===== src/rtl/rgb_hue_pwm_ctrl.sv =====
// rgb_hue_pwm_ctrl: HSV hue-wheel RGB PWM driver with global brightness and breathe envelope
module rgb_hue_pwm_ctrl #(
  parameter int PWM_WIDTH     = 8,
  parameter int STEP_INTERVAL = 33333
) (
  input  logic                 clk,
  input  logic                 rst_n,
  input  logic                 en,
  input  logic [1:0]           mode,
  input  logic [PWM_WIDTH-1:0] brightness,
  input  logic                 hue_load,
  input  logic [8:0]           hue_in,
  output logic [8:0]           hue_out,
  output logic                 period_start,
  output logic                 RGB_R,
  output logic                 RGB_G,
  output logic                 RGB_B
);
  localparam int W  = PWM_WIDTH;
  localparam int TW = (STEP_INTERVAL > 1) ? $clog2(STEP_INTERVAL) : 1;
  localparam logic [W-1:0]  MAX   = {W{1'b1}};
  localparam logic [TW-1:0] TLAST = TW'(STEP_INTERVAL - 1);
  localparam logic [1:0]    M_UP  = 2'b01;
  localparam logic [1:0]    M_DN  = 2'b10;
  localparam logic [1:0]    M_BR  = 2'b11;

  typedef enum logic {UP, DOWN} br_state_e;

  logic [TW-1:0]      tick_q, tick_d;
  logic               tick;
  logic [8:0]         hue_q, hue_d;
  br_state_e          br_q;
  logic [W-1:0]       level_q;
  logic [W-1:0]       pwm_q;
  logic               ps_q;
  logic [W:0]         lvl1, s1;
  logic [2*W-1:0]     bprod;
  logic [W-1:0]       scale;
  logic [2:0][W-1:0]  raw, dn_d, dn_q, da_q;

  function automatic logic [W-1:0] ramp(input logic [8:0] x);
    logic [W+6:0] p;
    p = (W+7)'(MAX) * (W+7)'(x);
    return W'(p / (W+7)'(60));
  endfunction

  // Tick divider next-state and hue stepping (load beats tick)
  always_comb begin
    tick   = en && (tick_q == TLAST);
    tick_d = !en ? tick_q : tick ? '0 : tick_q + TW'(1);
    hue_d  = hue_load ? ((hue_in > 9'd359) ? 9'd359 : hue_in)
           : !tick ? hue_q
           : (mode == M_UP) ? ((hue_q == 9'd359) ? 9'd0 : hue_q + 9'd1)
           : (mode == M_DN) ? ((hue_q == 9'd0) ? 9'd359 : hue_q - 9'd1)
           : hue_q;
  end

  // Divider and hue registers
  always_ff @(posedge clk or negedge rst_n) begin
    if (!rst_n) begin
      tick_q <= '0;
      hue_q  <= '0;
    end else begin
      tick_q <= tick_d;
      hue_q  <= hue_d;
    end
  end

  // Breathe envelope: triangle 0..MAX..0, forced dark outside breathe mode
  always_ff @(posedge clk or negedge rst_n) begin
    if (!rst_n) begin
      br_q    <= UP;
      level_q <= '0;
    end else if (mode != M_BR) begin
      br_q    <= UP;
      level_q <= '0;
    end else if (tick) begin
      if (br_q == UP) begin
        br_q    <= (level_q == MAX - W'(1)) ? DOWN : UP;
        level_q <= level_q + W'(1);
      end else begin
        br_q    <= (level_q == W'(1)) ? UP : DOWN;
        level_q <= level_q - W'(1);
      end
    end
  end

  // Effective scale, hue-to-colour ramps and scaled duty for each channel
  always_comb begin
    lvl1   = {1'b0, level_q} + (W+1)'(1);
    bprod  = (2*W)'(brightness) * (2*W)'(lvl1);
    scale  = (mode == M_BR) ? W'(bprod >> W) : brightness;
    s1     = {1'b0, scale} + (W+1)'(1);
    raw[0] = (hue_q < 9'd60 || hue_q >= 9'd300) ? MAX
           : (hue_q < 9'd120) ? ramp(9'd120 - hue_q)
           : (hue_q < 9'd240) ? '0
           : ramp(hue_q - 9'd240);
    raw[1] = (hue_q < 9'd60) ? ramp(hue_q)
           : (hue_q < 9'd180) ? MAX
           : (hue_q < 9'd240) ? ramp(9'd240 - hue_q)
           : '0;
    raw[2] = (hue_q < 9'd120) ? '0
           : (hue_q < 9'd180) ? ramp(hue_q - 9'd120)
           : (hue_q < 9'd300) ? MAX
           : ramp(9'd360 - hue_q);
    for (int c = 0; c < 3; c++) dn_d[c] = W'(((2*W)'(raw[c]) * (2*W)'(s1)) >> W);
  end

  // PWM counter; pending duties only take effect at the period wrap
  always_ff @(posedge clk or negedge rst_n) begin
    if (!rst_n) begin
      pwm_q <= '0;
      ps_q  <= 1'b0;
      dn_q  <= '0;
      da_q  <= '0;
    end else begin
      pwm_q <= pwm_q + W'(1);
      ps_q  <= (pwm_q == MAX);
      dn_q  <= dn_d;
      if (pwm_q == MAX) da_q <= dn_q;
    end
  end

  assign hue_out      = hue_q;
  assign period_start = ps_q;
  assign RGB_R        = pwm_q < da_q[0];
  assign RGB_G        = pwm_q < da_q[1];
  assign RGB_B        = pwm_q < da_q[2];
endmodule


===== config.mk =====
export PLATFORM = sky130hd
export DESIGN_NAME = rgb_hue_pwm_ctrl
export DESIGN_NICKNAME = d
export VERILOG_FILES = /design/src/rtl/rgb_hue_pwm_ctrl.sv
export SDC_FILE = /design/constraint.sdc
export NUM_CORES = 2
export LEC_CHECK = 0
export ABC_AREA = 1
export CAP_MARGIN = 20
export CORE_MARGIN = 2
export CORE_UTILIZATION = 35
export CTS_CLUSTER_SIZE = 30
export DETAILED_ROUTE_END_ITERATION = 12
export GPL_TIMING_DRIVEN = 0
export PLACE_DENSITY = 0.58
export SYNTH_ARGS = -nofsm -noshare
export SYNTH_HDL_FRONTEND = slang
export SYNTH_SLANG_ARGS = --single-unit
export TNS_END_PERCENT = 1

===== constraint.sdc =====
create_clock -name clk -period 38.9 [get_ports clk]
set_input_delay 9.725 -clock clk [delete_from_list [all_inputs] [get_ports clk]]
set_output_delay 9.725 -clock clk [all_outputs]
set_load 0.02 [all_outputs]

==> impl_metrics.py <==
metrics = {
    "synthesis": {
        "ys_top_cells_by_count": "nand2_1, inv_1, nor2_1",
        "async_reset_ff_share_pct": 100.0,
        "yosysTopAreaCellShare_pct": 19.54,
        "yosys.area.top_type": "fa_1",
        "yosysMostFrequentCell": "nand2_1",
        "avgSynthCellArea_um2": 6.726,
        "synth_area_leaders": "fa_1, nand2_1, ha_1, inv_1, dfrtp_1",
        "synth_seq_cells": 91,
        "ys.flop_type": "dfrtp_1",
        "synthCells": 5104,
        "syn_nets": 5817,
        "synth_sequential_area_ratio_pct": 6.634,
        "yosys_warnings": 0,
        "synth-edff-count": 0,
        "synth_cell_types": 76,
        "syn_area_um2": 34330,
    },
    "worst_hold_path": {
        "holdPathStages": 2,
        "hold_end": "da_q[0]$_DFFE_PN0P_",
        "hold_start": "dn_q[0]$_DFF_PN0_",
        "hold_class": "flip-flop to flip-flop",
    },
    "detailed_routing": {
        "drt_pass1_iterations": 7,
        "drtIter0Drc": 1711,
        "post_drt_via_cell_ratio": 4.780,
        "route.vias.total": 30750,
        "drc_errors": 0,
        "totalWireLength_mm": 89.10,
        "ant_nets": 0,
        "wl_per_cell_um": 13.85,
    },
    "timing": {
        "min_period_ns": 20.06,
        "rsz0062_at_grt": "false",
        "fin_setup_tns_ns": 0,
        "relSlewSlack_pct": 27.59,
        "hold_viol_final": 0,
        "fmax_mhz": 49.86,
        "finalSetupViolCount": 0,
        "finalMaxSlewViolations": 0,
        "fin_skew_ns": 0.02602,
        "fin_crit_sh_pct": 51.56,
        "worst_pin_slew_ns": 1.086,
    },
    "setup_path": {
        "crit_slowest_cell": "o41ai_1",
        "ff2ff_setup_slack_ns": 21.97,
        "ff2ff_path_depth": 78,
        "cp_max_fo": 10,
        "crit_path_end_kind": "flip-flop",
        "r2r_start": "hue_out[4]$_DFFE_PN0P_",
        "cp_data_required_time_ns": 39.13,
        "timing.rr.end": "dn_q[22]$_DFF_PN0_",
        "crit_path_start_kind": "primary input",
        "worstSetupPathType": "primary input to flip-flop",
        "crit_arrival_ns": 20.29,
        "max_stage_delay_ns": 0.65,
    },
    "cells_and_area": {
        "seqCellArea_um2": 2277,
        "diodes": 0,
        "area_delta_synth_final_pct": 6.783,
        "nets": 5866,
        "multiInputGateArea_um2": 27620,
        "fill_cells": 10460,
        "drive_above_1_share_pct": 8.220,
        "stdcell_count": 6434,
    },
    "global_route": {
        "antenna_found_initial": 0,
        "grt_max_degree": 61,
        "grt_pass1_vias": 29860,
        "overflow": 0,
        "grt_usage_pct": 17.98,
        "grt_first_pass_wirelength_mm": 149.2,
    },
    "clock_network": {
        "cts_buffer_depth": 2,
        "holdBufCountCts": 0,
        "cts_root_buffer": "clkbuf_16",
        "cts-resized-gates": 0,
        "cts_tree": "yes",
        "cts_max_level": 3,
        "clock_sinks": 91,
        "clk_pin_slew_ns": 0.07,
        "clock_latency_ns": 0.38,
        "post_cts_buffers": 0,
        "cts_made_buffers": 9,
    },
    "floorplan": {
        "die_x_um": 317.2,
        "io_pins": 36,
        "die_area_um2": 100600,
        "die_y_um": 317.2,
        "coreArea_um2": 96990,
        "start_util_pct": 35.39,
        "rows": 114,
    },
    "place": {
        "portBuffers": 32,
        "place_inst": 6418,
        "gp_congestion": 0.8992,
        "hpwl_mm": 76.12,
    },
    "flow_run": {
        "maxCapViolCount": 0,
    },
    "status": {
        "status": "complete, no violations",
    },
}
-- how the worst max path moves through the flow --
stage                       start  cells past startpoint  slack, ns            endpoint
finish              brightness[3]                     38      18.84  dn_q[15]$_DFF_PN0_
global route        brightness[4]                     40      18.00   dn_q[7]$_DFF_PN0_
CTS                 brightness[3]                     38      18.86  dn_q[14]$_DFF_PN0_
detailed placement  brightness[3]                     38      18.48  dn_q[14]$_DFF_PN0_
global placement    brightness[3]                     39      17.81   dn_q[7]$_DFF_PN0_
floorplan           brightness[7]                     43      20.39   dn_q[7]$_DFF_PN0_
-- logic make-up (layout without fill, tap and decap cells) --
| logic type | Yosys count | count (layout) | share of synthesized area (%) |
|---|---|---|---|
| AOI/OAI and AO/OA | 471 | 471 | 7.836 |
| muxes | 1 | 1 | 0.02916 |
| DFF | 91 | 91 | 6.634 |
| adders and majority gates | 690 | 690 | 32.48 |
| buffers and inverters | 1142 | 1196 | 12.90 |
| xor gates and xnor gates | 222 | 222 | 5.763 |
| and+or+nand+nor | 2487 | 2487 | 34.36 |
-- worst max-delay path, delay by kind of cell --
| family | cells | cell delay, ns |
|---|---|---|
| AOI/OAI and AO/OA | 5 | 1.54 |
| buffers and inverters | 9 | 2.46 |
| and+or+nand+nor | 12 | 1.32 |
| adders and majority gates | 11 | 4.84 |
| xor gates and xnor gates | 1 | 0.39 |
-- sequential cells by signal, summed over array words and instances, names as in the netlist --
register / count
da_q: 24
br_q: 1
dn_q: 24
pwm_q: 8
level_q: 8
period_start: 1
hue_out: 9
tick_q: 16
-- cell usage in the layout, fill, tap and decap left out, drive strengths merged, types with 8 or more instances in the layout --
cell | synthesis | layout
nand4 | 112 | 112
nand3b | 17 | 17
clkinv | 11 | 12
nand3 | 372 | 372
and2 | 8 | 8
o211ai | 14 | 14
xor2 | 158 | 158
nand2 | 1436 | 1436
fa | 335 | 335
o21ai | 218 | 218
clkdlybuf4s50 | 1 | 32
buf | 10 | 17
xnor2 | 64 | 64
o21bai | 25 | 25
ha | 355 | 355
a21oi | 151 | 151
dfrtp | 91 | 91
o22ai | 9 | 9
or2 | 11 | 11
nor2 | 482 | 482
nor3 | 40 | 40
a21o | 9 | 9
clkbuf | 37 | 47
inv | 1082 | 1085
-- metrics by stage --
step,hold slack [ns],cell area (um^2),util [%],worst slack [ns]
after CTS,0.4444,36660,37.79,18.86
final,0.4460,36660,37.79,18.84
after global routing,0.4807,36660,37.79,18.00
after floorplan,0.4183,34330,-,20.39
after global placement,0.4269,36240,37.37,17.81
after detailed placement,0.4280,36310,37.44,18.48
-- final cells by class --
| cell class | instances | share of cell area (%) |
|---|---|---|
| multi-input cells | 3871 | 75.36 |
| inverters | 1093 | 11.21 |
| flip-flops and latches | 91 | 6.212 |
| well taps | 1276 | 4.355 |
| repair buffers | 38 | 1.065 |
| plain buffers | 49 | 0.8704 |
| clock buffers | 10 | 0.6519 |
| clock inverters | 6 | 0.2799 |
-- metal layers --
metal	share of wire (%)	vias to the layer above	wire length, um	global-route usage, %
met5	0	-	0	0
met4	1.9	0	1677	3.606
met2	46	521	40600	30.33
met3	3.8	98	3360	1.676
li1	-	15930	-	-
met1	49	14210	43470	25.04
Power is not shown: default switching activity piles up to over one toggle a cycle in this logic, so the estimate is an artifact.
